<file path="src/rtl/me_unit_pkg.sv">
// me_unit_pkg: shared constants for the memory stage.
//   - opcode / funct3 encodings recognised by me_unit
//   - op-class and FSM state encodings
//   - decode_cls(): opcode -> op class
package me_unit_pkg;

    localparam logic [6:0] OP_LOAD    = 7'b0000011;
    localparam logic [6:0] OP_STORE   = 7'b0100011;
    localparam logic [6:0] OP_LOADFP  = 7'b0000111;
    localparam logic [6:0] OP_STOREFP = 7'b0100111;
    localparam logic [6:0] OP_MLOAD   = 7'b0001011;
    localparam logic [6:0] OP_MSTORE  = 7'b0101011;

    localparam logic [2:0] F3_B  = 3'b000;
    localparam logic [2:0] F3_H  = 3'b001;
    localparam logic [2:0] F3_W  = 3'b010;
    localparam logic [2:0] F3_BU = 3'b100;
    localparam logic [2:0] F3_HU = 3'b101;

    localparam int MBEATS = 16;
    localparam int MW     = 32 * MBEATS;

    typedef enum logic [2:0] {
        CLS_PASS,
        CLS_LOAD,
        CLS_STORE,
        CLS_MLOAD,
        CLS_MSTORE
    } op_cls_t;

    typedef enum logic [1:0] {
        ST_IDLE,
        ST_BUSY,
        ST_HOLD
    } state_t;

    // FP loads/stores share the scalar path; only the store data source differs.
    function automatic op_cls_t decode_cls(input logic [6:0] op);
        case (op)
            OP_LOAD, OP_LOADFP:   return CLS_LOAD;
            OP_STORE, OP_STOREFP: return CLS_STORE;
            OP_MLOAD:             return CLS_MLOAD;
            OP_MSTORE:            return CLS_MSTORE;
            default:              return CLS_PASS;
        endcase
    endfunction

endpackage

</file>
<file path="src/rtl/me_unit_lane.sv">
// me_lane: combinational byte-lane logic for scalar memory ops.
//   funct3 : access size/sign (B/H/W/BU/HU)
//   off    : byte offset within the 32-bit word (address bits [1:0])
//   sdata  : store data (low bits significant)
//   rdata  : word returned by the data memory
//   wstrb  : byte strobes for the store
//   wdata  : store data replicated into every lane
//   ldata  : load result, extracted and sign/zero-extended
module me_lane
    import me_unit_pkg::*;
(
    input  logic [2:0]  funct3,
    input  logic [1:0]  off,
    input  logic [31:0] sdata,
    input  logic [31:0] rdata,
    output logic [3:0]  wstrb,
    output logic [31:0] wdata,
    output logic [31:0] ldata
);

    logic [7:0]  rbyte;
    logic [15:0] rhalf;

    // Halfword accesses ignore off[0].
    assign rbyte = rdata[{off, 3'b000} +: 8];
    assign rhalf = rdata[{off[1], 4'b0000} +: 16];

    always_comb begin
        wstrb = 4'b1111;
        wdata = sdata;
        case (funct3)
            F3_B: begin
                wstrb = 4'b0001 << off;
                wdata = {4{sdata[7:0]}};
            end
            F3_H: begin
                wstrb = 4'b0011 << {off[1], 1'b0};
                wdata = {2{sdata[15:0]}};
            end
            default: ;
        endcase
    end

    always_comb begin
        ldata = rdata;
        case (funct3)
            F3_B:    ldata = {{24{rbyte[7]}}, rbyte};
            F3_BU:   ldata = {24'd0, rbyte};
            F3_H:    ldata = {{16{rhalf[15]}}, rhalf};
            F3_HU:   ldata = {16'd0, rhalf};
            default: ;
        endcase
    end

endmodule

</file>
<file path="src/rtl/me_unit.sv">
// me_unit: memory stage between EX and WB.
//   clk, rst_n            : clock, synchronous active-low reset
//   EX_valid / ready      : op handshake from EX
//   opcode..rs2_M         : op fields and data from EX, captured on accept
//   dmem_*                : single-outstanding data memory port, beat done on req&&ack
//   valid / WB_ready      : result handshake toward WB
//   wb_*                  : WB payload, held stable while valid && !WB_ready
// Scalar ops take one memory beat, MLOAD/MSTORE take 16 consecutive word beats.
module me_unit
    import me_unit_pkg::*;
(
    input  logic           clk,
    input  logic           rst_n,
    input  logic           EX_valid,
    output logic           ready,
    input  logic [6:0]     opcode,
    input  logic [2:0]     funct3,
    input  logic [1:0]     rd_group,
    input  logic [4:0]     rd_index,
    input  logic [31:0]    npc,
    input  logic [31:0]    res_R,
    input  logic [31:0]    rs2_R,
    input  logic [31:0]    rs2_F,
    input  logic [MW-1:0]  res_M,
    input  logic [MW-1:0]  rs2_M,
    output logic           dmem_req,
    output logic           dmem_we,
    output logic [31:0]    dmem_addr,
    output logic [31:0]    dmem_wdata,
    output logic [3:0]     dmem_wstrb,
    input  logic           dmem_ack,
    input  logic [31:0]    dmem_rdata,
    output logic           valid,
    input  logic           WB_ready,
    output logic [31:0]    wb_npc,
    output logic [31:0]    wb_R,
    output logic [MW-1:0]  wb_M,
    output logic [1:0]     wb_rd_group,
    output logic [4:0]     wb_rd_index
);

    state_t          state;
    op_cls_t         cls;
    logic [3:0]      beat;
    logic [2:0]      f3;
    logic [31:0]     base;
    logic [31:0]     sdata;
    logic [MW-1:0]   mdata;

    logic            accept;
    logic            last_beat;
    op_cls_t         cls_in;
    logic [2:0]      f3_in;
    logic [3:0]      lane_wstrb;
    logic [31:0]     lane_wdata;
    logic [31:0]     lane_ldata;

    assign ready    = (state == ST_IDLE) || (state == ST_HOLD && WB_ready);
    assign valid    = (state == ST_HOLD);
    assign accept   = EX_valid && ready;
    assign dmem_req = (state == ST_BUSY);
    assign dmem_we  = (cls == CLS_STORE) || (cls == CLS_MSTORE);

    // Beat offset is added to the word-aligned base; the 32-bit sum wraps naturally.
    assign dmem_addr = {base[31:2], 2'b00} + {26'd0, beat, 2'b00};
    assign last_beat = !((cls == CLS_MLOAD) || (cls == CLS_MSTORE)) || (beat == 4'hF);

    // FP variants are word-only regardless of funct3.
    assign cls_in = decode_cls(opcode);
    assign f3_in  = (opcode == OP_LOADFP || opcode == OP_STOREFP) ? F3_W : funct3;

    me_lane u_lane (
        .funct3 (f3),
        .off    (base[1:0]),
        .sdata  (sdata),
        .rdata  (dmem_rdata),
        .wstrb  (lane_wstrb),
        .wdata  (lane_wdata),
        .ldata  (lane_ldata)
    );

    always_comb begin
        dmem_wstrb = 4'b0000;
        dmem_wdata = 32'd0;
        if (cls == CLS_MSTORE) begin
            dmem_wstrb = 4'b1111;
            dmem_wdata = mdata[{beat, 5'b00000} +: 32];
        end else if (cls == CLS_STORE) begin
            dmem_wstrb = lane_wstrb;
            dmem_wdata = lane_wdata;
        end
    end

    always_ff @(posedge clk) begin
        if (!rst_n) begin
            state       <= ST_IDLE;
            cls         <= CLS_PASS;
            beat        <= 4'd0;
            f3          <= 3'd0;
            base        <= 32'd0;
            sdata       <= 32'd0;
            mdata       <= '0;
            wb_npc      <= 32'd0;
            wb_R        <= 32'd0;
            wb_M        <= '0;
            wb_rd_group <= 2'd0;
            wb_rd_index <= 5'd0;
        end else begin
            case (state)
                ST_IDLE, ST_HOLD: begin
                    if (accept) begin
                        cls         <= cls_in;
                        f3          <= f3_in;
                        base        <= res_R;
                        sdata       <= (opcode == OP_STOREFP) ? rs2_F : rs2_R;
                        mdata       <= rs2_M;
                        beat        <= 4'd0;
                        wb_npc      <= npc;
                        wb_R        <= res_R;
                        wb_M        <= (cls_in == CLS_PASS) ? res_M : '0;
                        wb_rd_group <= rd_group;
                        wb_rd_index <= rd_index;
                        state       <= (cls_in == CLS_PASS) ? ST_HOLD : ST_BUSY;
                    end else if (state == ST_HOLD && WB_ready) begin
                        state <= ST_IDLE;
                    end
                end
                ST_BUSY: begin
                    if (dmem_ack) begin
                        if (cls == CLS_MLOAD)
                            wb_M[{beat, 5'b00000} +: 32] <= dmem_rdata;
                        if (cls == CLS_LOAD)
                            wb_R <= lane_ldata;
                        // beat 15 + 1 wraps to 0, leaving the counter clean for the next op
                        beat <= beat + 4'd1;
                        if (last_beat) begin
                            beat  <= 4'd0;
                            state <= ST_HOLD;
                        end
                    end
                end
                default: state <= ST_IDLE;
            endcase
        end
    end

endmodule

</file>
<file path="config.mk">
export PLATFORM = sky130hd
export DESIGN_NAME = me_unit
export DESIGN_NICKNAME = d
export VERILOG_FILES = /design/src/rtl/me_unit_pkg.sv /design/src/rtl/me_unit_lane.sv /design/src/rtl/me_unit.sv
export SDC_FILE = /design/constraint.sdc
export NUM_CORES = 2
export LEC_CHECK = 0
export CAP_MARGIN = 20
export CORE_AREA = 2 2 719 721
export CTS_BUF_LIST = sky130_fd_sc_hd__clkbuf_2 sky130_fd_sc_hd__clkbuf_4 sky130_fd_sc_hd__clkbuf_8
export DETAILED_ROUTE_END_ITERATION = 10
export DIE_AREA = 0 0 721 723
export GPL_ROUTABILITY_DRIVEN = 0
export SETUP_SLACK_MARGIN = 0.3
export SYNTH_ARGS = -nofsm -noshare
export SYNTH_HDL_FRONTEND = slang
export SYNTH_HIERARCHICAL = 1
export SYNTH_SLANG_ARGS = --single-unit
</file>
<file path="constraint.sdc">
create_clock -name clk -period 6.9 [get_ports clk]
set_input_delay 1.725 -clock clk [delete_from_list [all_inputs] [get_ports clk]]
set_output_delay 1.725 -clock clk [all_outputs]
set_load 0.01 [all_outputs]
</file>
==> results.py <==
metrics = {
    "synth": {
        "ys_async_sr_fraction": 0,
        "syn_avg_cell_area_sq_um": 8.56,
        "synth_area_leader_cell": "dfxtp_1",
        "synth_area_leaders": "dfxtp_1, nand2_1, a21oi_1",
        "synth_edf_count": 0,
        "synth_seq_area_share": 0.443,
        "synthesis.area_sq_mm": 0.0530,
        "syn_inst": 6187,
        "ys.flop_type": "dfxtp_1",
        "synth_warnings": 6,
        "yosysTopAreaCellShare": 0.443,
        "synth_cell_type_count": 82,
        "ys_ff_latch": 1171,
    },
    "sta": {
        "setup_viol": 0,
        "rsz0062_at_grt": "no",
        "max-slew-margin-rel": -0.0108,
        "finClkSkew_ps": 75.9,
        "hold_viol": 0,
        "max_slew.worst_pin.slew_ps": 1500,
        "fin_tns_setup_ps": 0,
        "min_period_ps": 6490,
        "fmax_mhz": 154,
        "slew_violations": 2,
        "finalCritPeriodShare": 0.941,
    },
    "global_routing": {
        "grt_pass1_wl_microns": 656000,
        "grt_max_degree": 192,
        "grt_pass1_vias": 55500,
        "grt-ovfl-total": 0,
        "grtUsageTotal": 0.195,
        "grt_antenna_before_repair": 454,
    },
    "route": {
        "drt_iter0_markers": 7444,
        "post_drt_wl_per_cell_microns": 36.3,
        "firstDrtPassIters": 10,
        "drc": 0,
        "routed_wl_microns": 538000,
        "dr_total_vias": 61600,
        "viasPerCell": 4.15,
        "ant_nets": 0,
    },
    "placed_design": {
        "dpl-instance-area_sq_mm": 0.0785,
        "place_hpwl_microns": 433000,
        "port-buffer-count": 1858,
    },
    "worst_setup_path": {
        "cp_cell_sequence": "nor3b_1 -> buf_4 -> nand2_2 -> buf_4 -> o21ai_0 -> clkdlybuf4s50_1",
        "reg2reg_depth": 11,
        "crit_fanout": 21,
        "r2r_setup_slack_ps": 2410,
        "worst_ep_arrival_time_ps": 4770,
        "cpMostUsedCell": "buf_4",
        "r2r_start": "beat[0]",
        "path_depth": 6,
        "crit_end": "dmem_wdata[31]",
        "critPathKind": "reg2out",
        "critPathTopFamily": "buffers and inverters",
        "worstSetupStartpointType": "flip-flop",
        "cp-startpoint": "cls[2]",
        "cp-end-kind": "primary output",
        "required_ps": 5180,
        "crit_path_max_incr_delay_ps": 1190,
        "worst-path-buf-inv": 3,
        "crit_path_top_delay_cell": "o21ai_0",
        "r2r-end": "wb_M[383]",
    },
    "floorplanning": {
        "die_height_microns": 723,
        "rows": 264,
        "die_w_microns": 721,
        "core_sq_mm": 0.515,
        "start_util": 0.103,
        "design.die.area_sq_mm": 0.521,
        "pin_count": 1861,
    },
    "cells_and_area": {
        "final_cell_area_sq_mm": 0.0841,
        "final_nets": 8931,
        "drive_gt1_frac": 0.107,
        "area_growth_pct": 58.9,
    },
    "clock_network": {
        "cts_root_buf": "clkbuf_8",
        "cts_tree": "done",
        "clock_latency_ps": 1110,
        "htreeDepth": 4,
        "hold_buffers": 0,
        "cts.path.max_buffers": 4,
        "cts_made_buffers": 229,
        "clk_pin_slew_worst_paths_ps": 60,
        "clkSinkCount": 1171,
    },
    "status": {
        "failed_checks": "capacitance limit, slew limit",
        "run_status": "finished, violations left",
    },
    "power_and_ir_drop": {
        "p_leak_nw": 28.6,
        "ir_worst_vdd_v": 0.000149,
        "power_density_mw_per_mm2": 243,
    },
    "hold_path": {
        "hold_path_class": "reg2reg",
    },
    "flow_run": {
        "drv_cap": 1,
    },
}
-- cells in the mapped netlist, types with 74 or more instances --
master / count
dfxtp_1: 1171
nand2_1: 1357
o21ai_0: 108
mux4_2: 129
a22oi_1: 74
mux2i_1: 105
buf_2: 210
a21oi_1: 912
a32oi_1: 385
clkbuf_1: 426
a211oi_1: 397
nor2_1: 326
-- stage by stage --
stage / total power, mW / setup WS (ps) / std cells / hold slack (ps) / util
floorplan: 9.43 / 3170 / 6188 / 433 / -
global placement: 12.4 / 760 / 14200 / 439 / 0.152
detailed placement: 12.4 / 846 / 14300 / 446 / 0.152
CTS: 20.5 / 384 / 14700 / 454 / 0.163
global route: 21.1 / 335 / 14800 / 460 / 0.163
finish: 20.5 / 406 / 14800 / 453 / 0.164
-- sequential cells by signal, summed over array words and instances (netlist names) --
register and cells:
f3 3, cls 3, wb_rd_group 2, wb_npc 32, wb_R 32, state 2
sdata 32, base 32, mdata 512, wb_rd_index 5, beat 4, wb_M 512
-- report_power, final --
part           total (mW)  internal [mW]  switching (mW)
logic                4.61           1.83            2.78
registers            7.77           7.36           0.406
clock network        8.07           4.42            3.65
-- cell usage in the layout, fill, tap and decap left out, drive strengths merged, types with 11 or more instances in the layout --
cell	netlist	routed
o21ai	113	113
a22oi	74	74
dfxtp	1171	1171
nand3	15	15
inv	19	28
clkinv	1	32
buf	308	208
nor2	331	331
diode	0	160
mux4	129	129
a21oi	921	921
xnor2	21	21
nor2b	15	15
a32o	64	64
a32oi	385	385
nand2	1359	1359
a311oi	32	32
nand2b	11	11
nand4	73	73
mux2	16	16
o31ai	66	66
mux2i	106	106
a211oi	418	418
clkbuf	426	350
clkdlybuf4s50	0	1822
-- per-layer routing --
metal / vias up / global-route usage / share of wire
li1: 25900 / - / -
met1: 29800 / 0.206 / 0.35
met2: 4282 / 0.299 / 0.43
met3: 1408 / 0.125 / 0.15
met4: 244 / 0.0987 / 0.064
met5: - / 0.00804 / 0.0044
-- area by class of cell --
cell class,instances,area (sq um)
sequential,1171,23500
tap,6783,8490
clock inverter,57,664
fill,57900,430000
antenna,160,400
inverter,20,85.1
clock buffer,349,4400
multi-input combinational,4263,26400
timing repair buffer,2031,20200
-- worst min-delay path by stage --
stage | start | to | slack, ps | cells past startpoint
finish | mdata[445] | mdata[445] | 450 | 2
global route | mdata[379] | mdata[379] | 460 | 2
CTS | mdata[375] | mdata[375] | 450 | 2
detailed placement | mdata[375] | mdata[375] | 450 | 2
global placement | mdata[447] | mdata[447] | 440 | 2
floorplan | mdata[192] | mdata[192] | 430 | 2
-- worst min-delay path, stage by stage (launching register included) --
cell,delay [ps]
dfxtp_1,310
nand2_1,50
a21oi_1,50
-- timing repair --
item,in CTS,in global routing
setup endpoints to repair,32,0
setup buffers,11,0
gates resized for setup,1,0
-- cells by family (layout without fill, tap and decap cells) --
logic type,Yosys count,count (layout),share of synthesized area
and+or+nand+nor,1856,1856,0.141
other,1,162,0.0000708
buffers and inverters,754,2457,0.0616
xor gates and xnor gates,28,28,0.00463
AOI/OAI and AO/OA,2117,2117,0.270
muxes,251,251,0.0784
adders and majority gates,9,9,0.00227
DFF,1171,1171,0.443
Power figures use the tool's default switching activity.
